### config.mk
export PLATFORM = sky130hd
export DESIGN_NAME = ber_test_ctrl
export DESIGN_NICKNAME = d
export VERILOG_FILES = /design/src/rtl/ber_test_ctrl.sv
export SDC_FILE = /design/constraint.sdc
export NUM_CORES = 1
export LEC_CHECK = 0
export ABC_CLOCK_PERIOD_IN_PS = 4230
export BUFFER_PORTS_ARGS = -buffer_cell sky130_fd_sc_hd__buf_2
export CAP_MARGIN = 25
export CORE_MARGIN = 2
export CORE_UTILIZATION = 54
export CTS_CLUSTER_SIZE = 40
export DETAILED_ROUTE_END_ITERATION = 8
export PLACE_DENSITY = 0.78
export SYNTH_ARGS = -nofsm -noshare
export SYNTH_HDL_FRONTEND = slang
export SYNTH_SLANG_ARGS = --single-unit
export TNS_END_PERCENT = 10
### constraint.sdc
create_clock -name clock -period 4.23 [get_ports clock]
set_input_delay 0.846 -clock clock [delete_from_list [all_inputs] [get_ports clock]]
set_output_delay 0.846 -clock clock [all_outputs]
set_load 0.02 [all_outputs]
### src/rtl/ber_test_ctrl.sv
// BER test sequencer: clears the BER counters, waits for I/Q phase lock, then measures a window of symbols.
// Results and status latch on entry to REPORT, so they are valid during the one-cycle o_done pulse.
`timescale 1ns/1ps
module ber_test_ctrl #(
   parameter int CLR_CYC = 4,
   parameter int WIN_W   = 32,
   parameter int TO_W    = 24,
   parameter int CNT_W   = 64
) (
   input  logic             clock,
   input  logic             i_reset_n,
   input  logic             i_start,
   input  logic             i_abort,
   input  logic             i_valid,
   input  logic             i_lock_i,
   input  logic             i_lock_q,
   input  logic             i_err_i,
   input  logic             i_err_q,
   input  logic [WIN_W-1:0] i_window,
   input  logic [TO_W-1:0]  i_timeout,
   output logic             o_ber_reset,
   output logic             o_ber_enable,
   output logic             o_busy,
   output logic             o_done,
   output logic [1:0]       o_status,
   output logic [CNT_W-1:0] o_bit_cnt,
   output logic [CNT_W-1:0] o_err_cnt_i,
   output logic [CNT_W-1:0] o_err_cnt_q
);

   localparam int CLR_W = (CLR_CYC > 1) ? $clog2(CLR_CYC) : 1;
   localparam int CMP_W = (CNT_W > WIN_W) ? CNT_W : WIN_W;
   localparam logic [1:0] ST_PASS = 2'b01;
   localparam logic [1:0] ST_TMO  = 2'b10;
   localparam logic [1:0] ST_LOST = 2'b11;

   typedef enum logic [2:0] {S_IDLE, S_CLEAR, S_SEARCH, S_MEASURE, S_REPORT} state_t;

   state_t           state_q, state_d;
   logic [CLR_W-1:0] clr_cnt_q, clr_cnt_d;
   logic [WIN_W-1:0] win_q, win_d;
   logic [TO_W-1:0]  to_q, to_d;
   logic [TO_W-1:0]  to_cnt_q, to_cnt_d;
   logic [CNT_W-1:0] bit_cnt_q, bit_cnt_d;
   logic [CNT_W-1:0] erri_cnt_q, erri_cnt_d;
   logic [CNT_W-1:0] errq_cnt_q, errq_cnt_d;
   logic [1:0]       status_q, status_d;
   logic [CNT_W-1:0] res_bit_q, res_bit_d;
   logic [CNT_W-1:0] res_erri_q, res_erri_d;
   logic [CNT_W-1:0] res_errq_q, res_errq_d;
   logic [1:0]       rep_status;
   logic [TO_W-1:0]  to_inc;
   logic             locked;

   function automatic logic [CNT_W-1:0] sat_inc(input logic [CNT_W-1:0] v);
      return (v == '1) ? v : v + CNT_W'(1);
   endfunction

   always_comb begin
      state_d    = state_q;
      clr_cnt_d  = clr_cnt_q;
      win_d      = win_q;
      to_d       = to_q;
      to_cnt_d   = to_cnt_q;
      bit_cnt_d  = bit_cnt_q;
      erri_cnt_d = erri_cnt_q;
      errq_cnt_d = errq_cnt_q;
      status_d   = status_q;
      res_bit_d  = res_bit_q;
      res_erri_d = res_erri_q;
      res_errq_d = res_errq_q;
      rep_status = status_q;
      to_inc     = to_cnt_q;
      locked     = i_lock_i && i_lock_q;

      case (state_q)
         S_IDLE: begin
            if (i_start && !i_abort) begin
               state_d    = S_CLEAR;
               win_d      = i_window;
               to_d       = i_timeout;
               clr_cnt_d  = '0;
               to_cnt_d   = '0;
               bit_cnt_d  = '0;
               erri_cnt_d = '0;
               errq_cnt_d = '0;
            end
         end
         S_CLEAR: begin
            if (clr_cnt_q == CLR_W'(CLR_CYC - 1)) state_d = S_SEARCH;
            else clr_cnt_d = clr_cnt_q + CLR_W'(1);
         end
         S_SEARCH: begin
            if (i_valid && (to_cnt_q != '1)) to_inc = to_cnt_q + TO_W'(1);
            to_cnt_d = to_inc;
            // Lock wins even when this cycle's symbol also reaches the timeout.
            if (locked) begin
               state_d = S_MEASURE;
            end else if (to_inc >= to_q) begin
               state_d    = S_REPORT;
               rep_status = ST_TMO;
            end
         end
         S_MEASURE: begin
            if (!locked) begin
               state_d    = S_REPORT;
               rep_status = ST_LOST;
            end else if (win_q == '0) begin
               state_d    = S_REPORT;
               rep_status = ST_PASS;
            end else if (i_valid) begin
               bit_cnt_d  = sat_inc(bit_cnt_q);
               erri_cnt_d = i_err_i ? sat_inc(erri_cnt_q) : erri_cnt_q;
               errq_cnt_d = i_err_q ? sat_inc(errq_cnt_q) : errq_cnt_q;
               // A saturated bit counter below the window never matches, by design.
               if (CMP_W'(bit_cnt_d) == CMP_W'(win_q)) begin
                  state_d    = S_REPORT;
                  rep_status = ST_PASS;
               end
            end
         end
         S_REPORT: state_d = S_IDLE;
         default:  state_d = S_IDLE;
      endcase

      if (i_abort && (state_q == S_CLEAR || state_q == S_SEARCH || state_q == S_MEASURE))
         state_d = S_IDLE;

      if (state_d == S_REPORT) begin
         status_d   = rep_status;
         res_bit_d  = bit_cnt_d;
         res_erri_d = erri_cnt_d;
         res_errq_d = errq_cnt_d;
      end
   end

   always_ff @(posedge clock or negedge i_reset_n) begin
      if (!i_reset_n) begin
         state_q    <= S_IDLE;
         clr_cnt_q  <= '0;
         win_q      <= '0;
         to_q       <= '0;
         to_cnt_q   <= '0;
         bit_cnt_q  <= '0;
         erri_cnt_q <= '0;
         errq_cnt_q <= '0;
         status_q   <= '0;
         res_bit_q  <= '0;
         res_erri_q <= '0;
         res_errq_q <= '0;
      end else begin
         state_q    <= state_d;
         clr_cnt_q  <= clr_cnt_d;
         win_q      <= win_d;
         to_q       <= to_d;
         to_cnt_q   <= to_cnt_d;
         bit_cnt_q  <= bit_cnt_d;
         erri_cnt_q <= erri_cnt_d;
         errq_cnt_q <= errq_cnt_d;
         status_q   <= status_d;
         res_bit_q  <= res_bit_d;
         res_erri_q <= res_erri_d;
         res_errq_q <= res_errq_d;
      end
   end

   assign o_ber_reset  = (state_q == S_CLEAR);
   assign o_ber_enable = (state_q == S_SEARCH) || (state_q == S_MEASURE);
   assign o_busy       = (state_q != S_IDLE);
   assign o_done       = (state_q == S_REPORT);
   assign o_status     = status_q;
   assign o_bit_cnt    = res_bit_q;
   assign o_err_cnt_i  = res_erri_q;
   assign o_err_cnt_q  = res_errq_q;

endmodule
# == Word level (Yosys, flattened, before mapping) ==
# Index checks and enable logic that the tools add are counted.
# word_totals
input_bits,65
regBits,471
output_inout_bits,198
wordCells,97
# op_classes
n_eq_ne,17
n_addsub,5
reduce_logical,18
mux,44
order_cmp,1
# op_table
operator,count
64-bit 2-to-1 mux,17
64-bit one-hot mux with 2 select lines,3
"64-bit by 1-bit adder with 64-bit output, second input constant",3
"64-bit equality test, second input constant",3
24-bit 2-to-1 mux,3
64-bit by 32-bit equality test with 1-bit output,1
24-bit one-hot mux with 2 select lines,1
32-bit logical NOT,1
3-bit 2-to-1 mux,9
"24-bit by 1-bit adder with 24-bit output, second input constant",1
24-bit >= comparator,1
"24-bit inequality test, second input constant",1
2-bit 2-to-1 mux,8
3-bit one-hot mux with 4 select lines,1
"2-bit inequality test, second input constant",4
"4-bit inequality test, second input constant",2
2-bit one-hot mux with 2 select lines,2
"3-bit by 2-bit equality test with 1-bit output, second input constant",2
"3-bit equality test, second input constant",2
6-bit AND reduction,1
2-bit nonzero test,3
1-bit logical AND,4
2-bit AND reduction,2
"3-bit by 1-bit equality test with 1-bit output, second input constant",1
other kinds (7),9

# == Logic depth before layout (Yosys ltp) ==
# depth
depth_word,11
depth_mapped,21
depth_no_buf,18

# == Worst setup path before layout ==
# Ideal clock, no wire load.
# synth_timing
path_kind,register to register
start,reg to_cnt_q[12]
end,reg res_errq_q[38] (netlist: o_err_cnt_q[38])
required_ps,4102
path_buffers,3
stages_incl_launch_ff,20
arrival_time_ps,4516
setup_time_ps,128
setup_slack_ps,-414
synth_period_minus_slack_ps,4644
cell_sequence,dfrtp_1 -> clkbuf_1 -> and4_1 -> nand3_1 -> o41ai_1 -> inv_1 -> nand4_1 -> nor2_1 -> nand3_1 -> xnor2_1 -> ha_1 -> nand4_1 -> nor4_1 -> a21oi_1 -> o31ai_1 -> a21oi_1 -> a211oi_2 -> buf_4 -> buf_6 -> mux2_1
# synth_between
elab_chain_len,10
word_cells_on_any_way,11
cone_classes,add/sub (1); order compare (1); eq/ne (2); mux (6); reduce/logical (1)
# synth_lines
item,line,source
start: declaration,43,"logic [TO_W-1:0] to_cnt_q, to_cnt_d;"
start signal: assignment,156,to_cnt_q <= to_cnt_d;
"parallel branches: the longest is 2 deep, another holds 24-bit by 1-bit adder with 24-bit output",-,
24-bit 2-to-1 mux (*),94,if (i_valid && (to_cnt_q != '1)) to_inc = to_cnt_q + TO_W'(1);
24-bit 2-to-1 mux (*),76,case (state_q)
24-bit >= comparator (*),99,end else if (to_inc >= to_q) begin
3-bit 2-to-1 mux (*),99,
3-bit 2-to-1 mux (*),97,if (locked) begin
3-bit one-hot mux with 4 select lines (*),76,
3-bit 2-to-1 mux (*),126,if (i_abort && (state_q == S_CLEAR || state_q == S_SEARCH || state_q == S_MEASURE))
3-bit equality test (*),129,if (state_d == S_REPORT) begin
end signal: assignment,163,res_errq_q <= res_errq_d;
end: declaration,50,"logic [CNT_W-1:0] res_errq_q, res_errq_d;"
# Mark *: on every way between the ends. The select of a mux whose other input is x is not followed.
# A chain may end at the register's enable or synchronous reset.

# == Final worst setup path ==
# layout_timing
start,reg to_cnt_q[5]
end,reg res_bit_q[34] (netlist: o_bit_cnt[34])
# layout_between
elab_chain_len,10
word_cells_on_any_way,11
cone_classes,add/sub (1); order compare (1); eq/ne (2); mux (6); reduce/logical (1)
# layout_lines
item,line,source
"parallel branches: the longest is 2 deep, another holds 24-bit by 1-bit adder with 24-bit output",-,
24-bit 2-to-1 mux (*),94,
24-bit 2-to-1 mux (*),76,
24-bit >= comparator (*),99,
3-bit 2-to-1 mux (*),99,
3-bit 2-to-1 mux (*),97,
3-bit one-hot mux with 4 select lines (*),76,
3-bit 2-to-1 mux (*),126,
3-bit equality test (*),129,
end signal: assignment,161,res_bit_q <= res_bit_d;
end: declaration,48,"logic [CNT_W-1:0] res_bit_q, res_bit_d;"
# Marks and branches as above.

==> metrics <==
status=complete, but fails checks; failing checks=negative setup slack; maximum root-to-sink buffer count=3; Final ANT Viol Nets=0; number of buffers inserted by hold repair at cts=0; Synth Area in Simple Gates=20.5%; Max-cap violations=0; Synth Area in Adders=1.45%; global-route wire length before repair=145000 µm; TritonCTS Buffers=49; core region area=0.0456 mm²; Final period util=114%; Seq cells post-synth=471; final setup fails=193; Hold Crit Class=input port to asynchronous set/reset pin; worst vdd ir=0.580 mV; Compound-Gate Fraction of Synth Area=15.7%; unrepaired setup endpoints after global routing=yes; Reg2Reg Setup Slack=-0.60 ns; Total GRT Usage=39.4%; area delta synth->final=30.2%; Crit. End Element=flip-flop; largest fanout on the critical path=5; largest family of logic cells by synthesized area=simple AND/OR/NAND/NOR gates; Fin. Hold Viols=0; kind of critical path=flip-flop to flip-flop; power density over the cells=351 mW/mm²; Warnings, synthesis=0; initial antenna violation count=1; asr flop ratio synth=100%; Req. time, crit path=4.72 ns; Worst-path clk slew=0.06 ns; dpl cells=3734; Placer Congestion=1.06; final non-filler cell total=3852; kind of start point of the critical path=flip-flop; fmax=0.207 GHz; minimum clock period=4.83 ns; die width=219 µm; htree depth=2; Reg2Reg Launch Point=to_cnt_q[5]; Initial Util=54.9%; Antenna Cells=0; Fill cells=3187; DRC Markers=0; Slew Limit Fails=0; Netlist cell types=69; Congestion Overflow GR=0; CP Launch Point=to_cnt_q[5]; vias per cell=6.57; largest net degree at the start of global routing=131; worst setup margin=-0.599 ns; worst r2r path cells=23; Die Height=219 µm; Initial DRC Count=3631; FP Rows=78; hpwl dp=67200 µm; mux contribution to synthesized area=9.11%; Post-synth EDFFs=0; wirelength, routed=96900 µm; Post-Synth XOR/XNOR Area=2.35%; CTS tree=built; Slew @ Worst Pin=0.913 ns; Seq/Total Area, Yosys=47.1%; clk root buf=clkbuf_16; I/O Buffers=262; Rel. slew slack=38.7%; Cells after Synth=2661; Vias=25300; share of cells above drive strength 1=29.2%; Avg Synthesized Cell Area=9.40 µm²; Leakage=0.0153 µW; vias in the first global route=24600; synthesized area=0.0250 mm²; top_reg_cell synth=dfrtp_1; fin nets=3305; routed length per instance=25.2 µm; R2R Path End=o_bit_cnt[34]; CP Capture Point=o_bit_cnt[34]; clock latency on the worst-skew pair=0.62 ns; Post-Syn Nets=2755; Top Ports=263; 1st-pass router iterations=7; clock skew=0.0362 ns; DIE AREA=0.0481 mm²; CTS Sinks=471; total power=11400 µW; Arr. time, crit path=5.32 ns
worst min-delay path by stage:
stage / end / depth (start not counted)
detailed placement: o_err_cnt_i[52] / 1
CTS: to_q[14] / 1
floorplan: to_q[0] / 2
global placement: o_err_cnt_q[50] / 1
global route: to_cnt_q[12] / 1
finish: to_cnt_q[12] / 1
power breakdown:
part / total, µW / switching, µW / leakage (µW) / internal, µW
Sequential: 4960 / 261 / 0.00648 / 4700
Combinational: 1420 / 899 / 0.00786 / 521
Clock: 5060 / 1970 / 0.000915 / 3090
through the flow:
step / util, % / cell area (µm²) / setup slack (ns) / TNS, ns / hold WS [ns]
after global routing: 71.5 / 32600 / -0.610 / -103.74 / 0.339
after detailed placement: 64.6 / 29500 / -0.531 / -92.26 / 0.469
after floorplan: - / 25000 / 0.00713 / 0 / 0.452
after global placement: 64.6 / 29500 / -0.395 / -68.90 / 0.465
after CTS: 70.6 / 32200 / -0.142 / -15.56 / 0.312
final: 71.5 / 32600 / -0.599 / -99.00 / 0.263
worst max-delay path: stages, from the launching register on:
cell and delay [ns]:
dfrtp_1 0.37, and3_4 0.20, nand4_1 0.30, o41ai_4 0.52, buf_4 0.21, nor2_4 0.04
nand3_4 0.09, buf_6 0.13, nor2_2 0.04, xor2_1 0.17, ha_1 0.30, buf_4 0.11
buf_4 0.09, nand4_1 0.15, nor4_2 0.22, a21oi_2 0.13, o31ai_4 0.32, a21oi_4 0.12
a211oi_4 0.25, buf_6 0.16, buf_6 0.14, buf_12 0.17, clkbuf_16 0.17, mux2_4 0.30
layout by cell type, fill, tap and decap left out, types with 47 or more instances in the layout:
cell       instances
inv_1             47
nand3_1          122
nand2_1          342
buf_2            261
a21oi_1          113
nor3_1            60
mux2_1            64
clkbuf_16         53
dfrtp_1          471
nand4_1          115
a31oi_1           61
mux2_4           116
o21ai_0          299
buf_4            360
nor2_1           129
per-layer routing:
metal	GRT usage (%)	routed length (µm)
met3	7.54	9500
met1	53.9	39000
met4	15.8	4400
met5	0	11
met2	62.0	44000
registers in the layout, summed over array words and instances, names as in the netlist:
signal / flops
bit_cnt_q: 64
erri_cnt_q: 64
errq_cnt_q: 64
o_bit_cnt: 64
o_err_cnt_i: 64
o_err_cnt_q: 64
win_q: 32
to_cnt_q: 24
to_q: 24
state_q: 3
clr_cnt_q: 2
o_status: 2
logic make-up after synthesis:
kind of cell | count (synthesis)
and+or+nand+nor | 1022
AOI/OAI and AO/OA | 656
DFF | 471
buffers and inverters | 213
muxes | 203
xor gates and xnor gates | 67
adders and majority gates | 29
cell type report:
type | instances | area, µm² | area share, %
multi-input combinational | 1977 | 13100 | 40.3
sequential | 471 | 11800 | 36.2
timing repair buffer | 665 | 4870 | 14.9
clock buffer | 67 | 1370 | 4.22
tap | 600 | 751 | 2.30
clock inverter | 25 | 508 | 1.56
inverter | 47 | 176 | 0.542
cells in the mapped netlist (all sizes together) (25+ instances only):
| master | n | area share (%) |
|---|---|---|
| nor4 | 50 | 1.3 |
| o31ai | 42 | 1.3 |
| xnor2 | 46 | 1.6 |
| nand3 | 126 | 2.5 |
| or3 | 25 | 0.63 |
| a21oi | 117 | 2.3 |
| clkbuf | 130 | 2.0 |
| and3 | 43 | 1.1 |
| nor3 | 65 | 1.3 |
| a31oi | 61 | 1.5 |
| nand2 | 344 | 5.2 |
| mux2 | 197 | 8.9 |
| o21ai | 301 | 6.0 |
| nor2 | 136 | 2.0 |
| ha | 29 | 1.5 |
| buf | 36 | 1.1 |
| and4 | 28 | 0.98 |
| dfrtp | 471 | 47 |
| nand4 | 115 | 2.9 |
| inv | 47 | 0.71 |
timing repair:
action	in CTS	in global routing
resized for setup	148	67
setup buffers	14	5
cloned	4	4
pin swaps	23	17
setup endpoints to repair	197	197
hold endpoints to repair	0	0
(Power assumes the default switching activity.)
